===== src/rtl/mesh_xy_router.sv =====
// mesh_xy_router: one node of the match-engine mesh; inputs l/w/n, outputs e/s/j, XY routing.
// Define MESH_XY_ROUTER_ERR_EN to add the sticky o_err illegal-destination detector.
module mesh_xy_router #(
  parameter int W      = 8,
  parameter int X_SIZE = 4,
  parameter int Y_SIZE = 4,
  parameter int X_ID   = 0,
  parameter int Y_ID   = 0
) (
  input  logic                      clk,
  input  logic                      rst,
`ifdef MESH_XY_ROUTER_ERR_EN
  output logic                      o_err,
`endif
  input  logic                      i_l_valid,
  input  logic [$clog2(X_SIZE)-1:0] i_l_dst_x,
  input  logic [$clog2(Y_SIZE)-1:0] i_l_dst_y,
  input  logic [W-1:0]              i_l_payload,
  output logic                      i_l_ready,
  input  logic                      i_w_valid,
  input  logic [$clog2(X_SIZE)-1:0] i_w_dst_x,
  input  logic [$clog2(Y_SIZE)-1:0] i_w_dst_y,
  input  logic [W-1:0]              i_w_payload,
  output logic                      i_w_ready,
  input  logic                      i_n_valid,
  input  logic [$clog2(X_SIZE)-1:0] i_n_dst_x,
  input  logic [$clog2(Y_SIZE)-1:0] i_n_dst_y,
  input  logic [W-1:0]              i_n_payload,
  output logic                      i_n_ready,
  output logic                      o_e_valid,
  output logic [$clog2(X_SIZE)-1:0] o_e_dst_x,
  output logic [$clog2(Y_SIZE)-1:0] o_e_dst_y,
  output logic [W-1:0]              o_e_payload,
  input  logic                      o_e_ready,
  output logic                      o_s_valid,
  output logic [$clog2(X_SIZE)-1:0] o_s_dst_x,
  output logic [$clog2(Y_SIZE)-1:0] o_s_dst_y,
  output logic [W-1:0]              o_s_payload,
  input  logic                      o_s_ready,
  output logic                      o_j_valid,
  output logic [$clog2(X_SIZE)-1:0] o_j_dst_x,
  output logic [$clog2(Y_SIZE)-1:0] o_j_dst_y,
  output logic [W-1:0]              o_j_payload,
  input  logic                      o_j_ready
);
  localparam int XW = $clog2(X_SIZE);
  localparam int YW = $clog2(Y_SIZE);

  localparam logic [1:0] PTR_L = 2'd0;
  localparam logic [1:0] PTR_W = 2'd1;
  localparam logic [1:0] PTR_N = 2'd2;

  localparam logic [1:0] OUT_E = 2'd0;
  localparam logic [1:0] OUT_S = 2'd1;
  localparam logic [1:0] OUT_J = 2'd2;

  // Index 0/1/2 means l/w/n on the input side and e/s/j on the output side.
  logic [2:0]    in_valid;
  logic [XW-1:0] in_dx [3];
  logic [YW-1:0] in_dy [3];
  logic [W-1:0]  in_pl [3];
  logic [1:0]    route [3];
  logic [2:0]    illegal;
  logic [2:0]    req   [3];
  logic [2:0]    grant [3];
  logic [2:0]    can_load;
  logic [2:0]    out_ready;
  logic [2:0]    in_ready;
  logic [1:0]    ptr   [3];

  logic [2:0]    slot_v;
  logic [XW-1:0] slot_dx [3];
  logic [YW-1:0] slot_dy [3];
  logic [W-1:0]  slot_pl [3];
  logic [XW-1:0] sel_dx  [3];
  logic [YW-1:0] sel_dy  [3];
  logic [W-1:0]  sel_pl  [3];

  function automatic logic [2:0] rr_pick(input logic [2:0] r, input logic [1:0] p);
    logic [2:0] g;
    case (p)
      PTR_W:   g = r[1] ? 3'b010 : r[2] ? 3'b100 : r[0] ? 3'b001 : 3'b000;
      PTR_N:   g = r[2] ? 3'b100 : r[0] ? 3'b001 : r[1] ? 3'b010 : 3'b000;
      default: g = r[0] ? 3'b001 : r[1] ? 3'b010 : r[2] ? 3'b100 : 3'b000;
    endcase
    return g;
  endfunction

  function automatic logic [1:0] ptr_after(input logic [2:0] g);
    logic [1:0] n;
    if (g[0])      n = PTR_W;
    else if (g[1]) n = PTR_N;
    else           n = PTR_L;
    return n;
  endfunction

  assign in_valid  = {i_n_valid, i_w_valid, i_l_valid};
  assign out_ready = {o_j_ready, o_s_ready, o_e_ready};
  assign in_dx[0] = i_l_dst_x;   assign in_dy[0] = i_l_dst_y;   assign in_pl[0] = i_l_payload;
  assign in_dx[1] = i_w_dst_x;   assign in_dy[1] = i_w_dst_y;   assign in_pl[1] = i_w_payload;
  assign in_dx[2] = i_n_dst_x;   assign in_dy[2] = i_n_dst_y;   assign in_pl[2] = i_n_payload;

  always_comb begin
    for (int p = 0; p < 3; p++) begin
      if (in_dx[p] != XW'(X_ID))      route[p] = OUT_E;
      else if (in_dy[p] != YW'(Y_ID)) route[p] = OUT_S;
      else                            route[p] = OUT_J;
    end
  end

`ifdef MESH_XY_ROUTER_ERR_EN
  // Destinations behind us or off the mesh edge can never be delivered; swallow them.
  always_comb begin
    for (int p = 0; p < 3; p++) begin
      illegal[p] = in_valid[p] &&
                   ((int'(in_dx[p]) < X_ID) || (int'(in_dy[p]) < Y_ID) ||
                    (route[p] == OUT_E && X_ID == X_SIZE - 1) ||
                    (route[p] == OUT_S && Y_ID == Y_SIZE - 1));
    end
  end
`else
  assign illegal = 3'b000;
`endif

  always_comb begin
    for (int q = 0; q < 3; q++) begin
      req[q] = 3'b000;
      for (int p = 0; p < 3; p++) begin
        req[q][p] = in_valid[p] && !illegal[p] && (route[p] == 2'(q));
      end
    end
  end

  always_comb begin
    for (int q = 0; q < 3; q++) begin
      can_load[q] = !slot_v[q] || out_ready[q];
      grant[q]    = can_load[q] ? rr_pick(req[q], ptr[q]) : 3'b000;
      sel_dx[q]   = grant[q][2] ? in_dx[2] : grant[q][1] ? in_dx[1] : in_dx[0];
      sel_dy[q]   = grant[q][2] ? in_dy[2] : grant[q][1] ? in_dy[1] : in_dy[0];
      sel_pl[q]   = grant[q][2] ? in_pl[2] : grant[q][1] ? in_pl[1] : in_pl[0];
    end
  end

  always_comb begin
    for (int p = 0; p < 3; p++) begin
      in_ready[p] = !rst && (illegal[p] || grant[0][p] || grant[1][p] || grant[2][p]);
    end
  end

  assign i_l_ready = in_ready[0];
  assign i_w_ready = in_ready[1];
  assign i_n_ready = in_ready[2];

  // A grant already implies the slot can load, so loading covers the drain-and-refill case.
  always_ff @(posedge clk) begin
    if (rst) begin
      for (int q = 0; q < 3; q++) begin
        slot_v[q]  <= 1'b0;
        slot_dx[q] <= '0;
        slot_dy[q] <= '0;
        slot_pl[q] <= '0;
        ptr[q]     <= PTR_L;
      end
    end else begin
      for (int q = 0; q < 3; q++) begin
        if (|grant[q]) begin
          slot_v[q]  <= 1'b1;
          slot_dx[q] <= sel_dx[q];
          slot_dy[q] <= sel_dy[q];
          slot_pl[q] <= sel_pl[q];
          ptr[q]     <= ptr_after(grant[q]);
        end else if (out_ready[q]) begin
          slot_v[q]  <= 1'b0;
        end
      end
    end
  end

`ifdef MESH_XY_ROUTER_ERR_EN
  logic err;

  always_ff @(posedge clk) begin
    if (rst)           err <= 1'b0;
    else if (|illegal) err <= 1'b1;
  end

  assign o_err = err;
`endif

  assign o_e_valid = slot_v[0];  assign o_e_dst_x = slot_dx[0];
  assign o_e_dst_y = slot_dy[0]; assign o_e_payload = slot_pl[0];
  assign o_s_valid = slot_v[1];  assign o_s_dst_x = slot_dx[1];
  assign o_s_dst_y = slot_dy[1]; assign o_s_payload = slot_pl[1];
  assign o_j_valid = slot_v[2];  assign o_j_dst_x = slot_dx[2];
  assign o_j_dst_y = slot_dy[2]; assign o_j_payload = slot_pl[2];

endmodule


===== config.mk =====
export PLATFORM = sky130hd
export DESIGN_NAME = mesh_xy_router
export DESIGN_NICKNAME = d
export VERILOG_FILES = /design/src/rtl/mesh_xy_router.sv
export SDC_FILE = /design/constraint.sdc
export NUM_CORES = 1
export LEC_CHECK = 0
export CAP_MARGIN = 30
export CORE_ASPECT_RATIO = 1.5
export CORE_MARGIN = 5
export CORE_UTILIZATION = 43
export CTS_CLUSTER_DIAMETER = 50
export CTS_CLUSTER_SIZE = 30
export DETAILED_ROUTE_END_ITERATION = 8
export PLACE_DENSITY_LB_ADDON = 0.05
export SLEW_MARGIN = 10
export SYNTH_ARGS = -nofsm -noshare
export SYNTH_HDL_FRONTEND = slang
export SYNTH_SLANG_ARGS = --single-unit

===== constraint.sdc =====
create_clock -name clk -period 2.4 [get_ports clk]
set_input_delay 0.48 -clock clk [delete_from_list [all_inputs] [get_ports clk]]
set_output_delay 0.48 -clock clk [all_outputs]
set_load 0.01 [all_outputs]

==> results.cfg, run 1 <==
[outcome]
result_of_the_run = finished, violations left
violated_checks = negative setup slack

[sta]
final_critical_path_setup_slack_ns = -0.1688
fin_crit_ns = 2.569
finalSetupViolCount = 39
slew_headroom_pct = 68.04
fin_crit_sh_pct = 107.0
report.final.hold_viol_count = 0
final.setup_skew_ns = 0.005429
rsz_0062_raised_after_global_routing = yes
timing_worst_slew_pin_value_ns = 0.4778
clock.fmax_ghz = 0.3893
final-max-slew-violation-count = 0
fin_tns_setup_ns = -3.555

[grt]
grt_overflow = 0
first_pass_grt_wire_length_um = 16120
vias_in_the_first_global_route = 3100
grtUsageTotal_pct = 24.80
maximum_number_of_pins_on_one_net_before_global_route_repair = 22
grt_antenna_before_repair = 0

[yosys]
synth_instances = 268
synth.distinct_cells = 51
synth.top_cells.by_area = edfxtp_1, mux2i_1, nor2_1
postSynthAreaPerCell_um2 = 10.66
ys_async_sr_fraction_pct = 0
synth-seq-cells = 45
synth-main-ff-cell = edfxtp_1
yosysSeqAreaShare_pct = 46.25
syn-cell-area_um2 = 2856
synth_warnings = 0
post-synth-top-count-cell = nor2_1
synthTopCellsByCount = nor2_1, edfxtp_1, mux2i_1
netlist.area_leader.share_pct = 44.15
synthesis.nets = 318
synth_edf_count = 42
yosys.area.top_type = edfxtp_1

[power_and_ir_drop]
netSwitchingPower_w = 0.001170
clockPowerShare_pct = 16.0
pwr-share-seq_pct = 31.7
leakage_nw = 2.202
power_density_nw_per_um2 = 678.8
power.ir.vdd_worst_mv = 0.6510
cell_internal_power_w = 0.002406
p_sw_share_pct = 32.73
power_frac_comb_pct = 52.3

[setup_path]
worstPathBufferInverterCount = 6
crit_arrival_ns = 2.69
cpMaxStageDelayCell = edfxtp_1
startpoint_type = register
path_cells = inv_2 > ha_4 > inv_4 > a221o_1 > a311o_1 > buf_4 > o31ai_4 > o41ai_4 > buf_4 > buf_8 > buf_12 > a211oi_4
timing.setup.critical_path_class = register to register
critPathMaxFanout = 6
critical_path.endpoint_type = register
critical-path-top-cell-by-count = buf_4
critical-path-max-stage-delay_ns = 0.42
critical_path_required_ns = 2.52
crit_family = compound AO/OA/AOI/OAI gates

[routing]
wl_um = 10930
drt_drc_violations_left = 0
detail_route.iter0.violations = 118
wl_per_cell_um = 21.14
ant_nets = 0
num_vias = 2938
drt_pass1_iterations = 4
routed_via_density = 5.683

[layout]
antenna-diode-count = 0
synthToLayoutAreaGrowth_pct = 84.45
layout.cells.non_filler = 517
drive_gt1_share_pct = 43.99
nNetsFinal = 490

[placed_design]
gp_congestion = 0.9291
port-buffer-count = 85
inst_count_dp = 484
place_hpwl_um = 7464

[clock_network]
tritoncts = yes
clkSlewWorstSetupHoldPaths_ns = 0.09
clock-root-buffer = clkbuf_8
cts.path.max_buffers = 2
cts_htree_levels = 2
clock_sink_count = 45
clock_insertion_delay_worst_skew_ns = 0.30
cts_buffers = 5

[floorplan]
die_h_um = 109.8
core_area_um2 = 6486
num_rows = 36
ioPinCount = 86
die-area_um2 = 8407
initial_utilization_pct = 44.04
die_w_um = 76.55

[min_path]
min-delay-path-class = register to register

[job]
max_cap_viol_count = 0
## power groups by stage
stage / combinational (W) / sequential, W / clock [W]
floorplan: 0.000509 / 0.00122 / 0
global placement: 0.00130 / 0.00114 / 0
detailed placement: 0.00131 / 0.00114 / 0
CTS: 0.00166 / 0.00113 / 0.000575
global route: 0.00196 / 0.00115 / 0.000617
finish: 0.00187 / 0.00113 / 0.000573
## per-layer routing
layer / global-route usage [%] / routed length [um]
met2: 50.49 / 6145
met3: 2.869 / 442
met1: 25.98 / 4027
met5: 0 / 0
met4: 8.000 / 316
## cells by family after synthesis
family,count (synthesis),share of synthesized area (%)
and+or+nand+nor,98,17.52
AOI/OAI and AO/OA,66,19.75
DFF,45,46.26
muxes,28,9.812
buffers and inverters,25,4.029
adders and majority gates,6,2.628
## layout by cell type, fill, tap and decap left out, drive strengths merged, types with 2 or more instances in the layout
cell | netlist | layout
o21ai | 6 | 6
or3 | 2 | 2
a21o | 2 | 2
or2 | 3 | 3
clkdlybuf4s50 | 0 | 67
and2 | 2 | 2
clkbuf | 6 | 9
clkdlybuf4s15 | 0 | 2
buf | 8 | 97
nor2b | 5 | 5
nor3b | 3 | 3
a211o | 2 | 2
a31oi | 6 | 6
nor2 | 43 | 43
nand2b | 4 | 4
or3b | 3 | 3
nand2 | 11 | 11
edfxtp | 42 | 42
a311oi | 2 | 2
o211ai | 2 | 2
mux2i | 28 | 28
dfxtp | 3 | 3
nor3 | 6 | 6
a211oi | 29 | 29
inv | 11 | 11
and3 | 7 | 7
nand3 | 4 | 4
dlygate4sd2 | 0 | 9
ha | 6 | 6
a21oi | 5 | 5
nand4 | 2 | 2
o31ai | 2 | 2
a21boi | 2 | 2
## metrics by stage
step / setup slack [ns] / total power, W / cell area, um^2 / hold slack [ns] / util (%)
3_5_place_dp: -0.9369 / 0.002460 / 4303 / 0.6177 / 66.34
3_3_place_gp: -0.8915 / 0.002440 / 4303 / 0.5921 / 66.34
5_1_grt: -0.2117 / 0.003726 / 5269 / 0.7670 / 81.23
2_1_floorplan: 0.01326 / 0.001727 / 2869 / 0.6186 / -
4_1_cts: -0.1411 / 0.003367 / 4991 / 0.6586 / 76.95
6_report: -0.1688 / 0.003576 / 5269 / 0.7036 / 81.23
## flip-flops by register name, summed over array words and instances (netlist names)
register,count
ptr,6
slot_pl,24
slot_dy,6
slot_dx,6
slot_v,3
## tightest hold or removal path: stages (launching register included)
cell and delay, ns:
dfxtp_1 0.35, nand2b_1 0.10, nand2_1 0.09, nor3_1 0.05, nor2_1 0.08
## cell type report
cell class / count / area (um^2)
multi-input combinational: 198 / 1919
timing repair buffer: 179 / 1779
sequential: 45 / 1321
fill: 400 / 1217
tap: 76 / 95.09
clock buffer: 5 / 68.82
inverter: 11 / 43.79
clock inverter: 3 / 41.29
## worst paths after layout
kind | start | end | slack, ns | depth (start not counted)
worst min register to register | slot_v[2] | slot_v[2] | 0.70 | 4
worst min-delay path | slot_v[2] | slot_v[2] | 0.70 | 4
worst max register to register | ptr[0][4] | slot_pl[0][5] | -0.17 | 12
worst max-delay path | ptr[0][4] | slot_pl[0][5] | -0.17 | 12
## timing repair
item                                    in CTS  in global routing
gates cloned                                 1                  3
hold buffers                                 0                  0
buffers inserted                            20                  8
gates resized for setup                    142                 27
endpoints found under the setup margin      82                 81
pin swaps                                   32                 16
Note: power is estimated with default switching activity, not from simulation.
==> inputs of run 2 (changes only) <==
--- a/config.mk
+++ b/config.mk
@@ -6,13 +6,16 @@
 export NUM_CORES = 1
 export LEC_CHECK = 0
 export CAP_MARGIN = 30
+export CELL_PAD_IN_SITES_DETAIL_PLACEMENT = 0
+export CELL_PAD_IN_SITES_GLOBAL_PLACEMENT = 1
 export CORE_ASPECT_RATIO = 1.5
 export CORE_MARGIN = 5
-export CORE_UTILIZATION = 43
+export CORE_UTILIZATION = 33
 export CTS_CLUSTER_DIAMETER = 50
 export CTS_CLUSTER_SIZE = 30
 export DETAILED_ROUTE_END_ITERATION = 8
 export PLACE_DENSITY_LB_ADDON = 0.05
+export SETUP_SLACK_MARGIN = 0.4
 export SLEW_MARGIN = 10
 export SYNTH_ARGS = -nofsm -noshare
 export SYNTH_HDL_FRONTEND = slang
==> run 2 against run 1 <==
The run still ends with negative setup slack left. Non-clock buffer count fell by 2. Critical endpoint is now i_w_ready. Final cell count increased by 6.0%. Count of clock-buffer cells in the layout up 1. Critical path type is now register to primary output. Core utilization fell by 19 points. Hold slack worse by 0.12 ns.
==> results.cfg, run 2 (synthesis gave the netlist of run 1 again) <==
[setup_path]
critical-path-max-stage-delay_ns = 0.44
worstPathBufferInverterCount = 4
startpoint_type = register
path_cells = inv_2 > ha_4 > inv_2 > a221o_1 > a311o_1 > buf_6 > a31oi_4 > buf_6
critPathMaxFanout = 2
critical_path_required_ns = 1.92
crit_arrival_ns = 2.06
cpMaxStageDelayCell = edfxtp_1
rrSetupSlack_ns = -0.07
crit_family = compound AO/OA/AOI/OAI gates
critical_path.endpoint_type = primary output
timing.setup.critical_path_class = register to primary output

[grt]
grtUsageTotal_pct = 21.24
grt_overflow = 0
maximum_number_of_pins_on_one_net_before_global_route_repair = 18
vias_in_the_first_global_route = 3136
grt_antenna_before_repair = 0
first_pass_grt_wire_length_um = 17060

[power_and_ir_drop]
power.ir.vdd_worst_mv = 0.4307
p_sw_share_pct = 31.53
leakage_nw = 2.226
netSwitchingPower_w = 0.001167
power_frac_comb_pct = 47.7
clockPowerShare_pct = 21.4
power_density_nw_per_um2 = 699.2
pwr-share-seq_pct = 30.9
cell_internal_power_w = 0.002535

[clock_network]
cts_buffers = 5
cts.path.max_buffers = 2
clock_insertion_delay_worst_skew_ns = 0.29
cts_htree_levels = 2
clkSlewWorstSetupHoldPaths_ns = 0.07
tritoncts = yes
post_cts_hold_buffer_count = 0
clock-root-buffer = clkbuf_16
clock_sink_count = 45

[sta]
rsz_0062_raised_after_global_routing = yes
slew_headroom_pct = 75.85
fin_crit_ns = 2.536
timing_worst_slew_pin_value_ns = 0.3606
clock.fmax_ghz = 0.3944
final-max-slew-violation-count = 0
report.final.hold_viol_count = 0
final_critical_path_setup_slack_ns = -0.1356
fin_crit_sh_pct = 105.7
fin_tns_setup_ns = -1.453
finalSetupViolCount = 31
final.setup_skew_ns = 0.005499

[floorplan]
core_area_um2 = 8464
die_h_um = 124.0
num_rows = 41
die-area_um2 = 10660
ioPinCount = 86
initial_utilization_pct = 33.75
die_w_um = 85.97

[routing]
detail_route.iter0.violations = 95
ant_nets = 0
drt_pass1_iterations = 4
wl_um = 10600
wl_per_cell_um = 19.34
drt_drc_violations_left = 0
num_vias = 2861
routed_via_density = 5.221

[placed_design]
gp_congestion = 0.8818
dpl_cell_area_um2 = 4449
dpl_worst_slack_ns = -0.7971
inst_count_dp = 508
port-buffer-count = 85
place_hpwl_um = 7885

[layout]
drive_gt1_share_pct = 45.58
antenna-diode-count = 0
registers.top_by_ff_count = slot_pl
layout.core_utilization_pct = 62.56
layout.cells.most_common = clkdlybuf4s50_1
synthToLayoutAreaGrowth_pct = 85.37
fin_area_um2 = 5295
largest_reg_flops = 24
layout.cells.non_filler = 548
nNetsFinal = 490
layout.cells.most_common_list = clkdlybuf4s50_1, buf_4, edfxtp_1

[job]
max_cap_viol_count = 0

[outcome]
result_of_the_run = finished, violations left
violated_checks = negative setup slack

[min_path]
min-delay-path-class = primary input to register
==> run 2: worst reg2reg max path, cell delays in order (launching register included) <==
cell and delay, ns:
edfxtp_1 0.41, inv_2 0.09, ha_4 0.22, or3_4 0.36
o31ai_4 0.08, or3_4 0.22, nand2_4 0.07, o41ai_4 0.29
buf_6 0.20, buf_12 0.12, buf_16 0.12, a211oi_2 0.04
==> run 2: cell type report <==
type / count / area [um^2]
clock buffers: 6 / 128.9
clock inverters: 2 / 38.79
fillers: 727 / 3169
inverters: 11 / 41.29
multi-input cells: 200 / 1922
flip-flops and latches: 45 / 1321
well taps: 107 / 133.9
repair buffers: 177 / 1709
==> run 2: through the flow <==
step | power (W) | hold slack [ns]
finish | 0.003702 | 0.5799
detailed placement | 0.002555 | 0.6553
CTS | 0.003669 | 0.5773
floorplan | 0.001859 | 0.6207
global placement | 0.002546 | 0.6599
global route | 0.003900 | 0.5973
==> run 2: power groups by stage <==
| stage | Clock [W] | Sequential [W] | Combinational (W) |
|---|---|---|---|
| 2_1_floorplan | 0 | 0.00122 | 0.000637 |
| 3_3_place_gp | 0 | 0.00116 | 0.00139 |
| 3_5_place_dp | 0 | 0.00116 | 0.00140 |
| 4_1_cts | 0.000804 | 0.00115 | 0.00172 |
| 5_1_grt | 0.000853 | 0.00116 | 0.00188 |
| 6_report | 0.000793 | 0.00114 | 0.00176 |
==> run 2: path summary, 6_finish.rpt <==
| path | startpoint | to | cells past startpoint |
|---|---|---|---|
| worst max register to register | ptr[0][2] | slot_dy[0][1] | 11 |
| worst max-delay path | ptr[0][4] | i_w_ready | 8 |
| worst min-delay path | i_l_dst_x[1] | slot_dx[0][5] | 2 |
| worst min register to register | slot_v[1] | slot_v[1] | 2 |
==> run 2: routing by layer <==
metal	routed length (um)	global-route usage, %
met1	4023	23.83
met2	5958	40.44
met3	330	2.912
met4	287	7.327
met5	0	0
==> run 2: what timing repair did <==
item / CTS / global route
gates cloned: 5 / 0
pin swaps: 30 / 14
endpoints found under the setup margin: 89 / 86
resized for setup: 121 / 22
setup buffers: 24 / 3
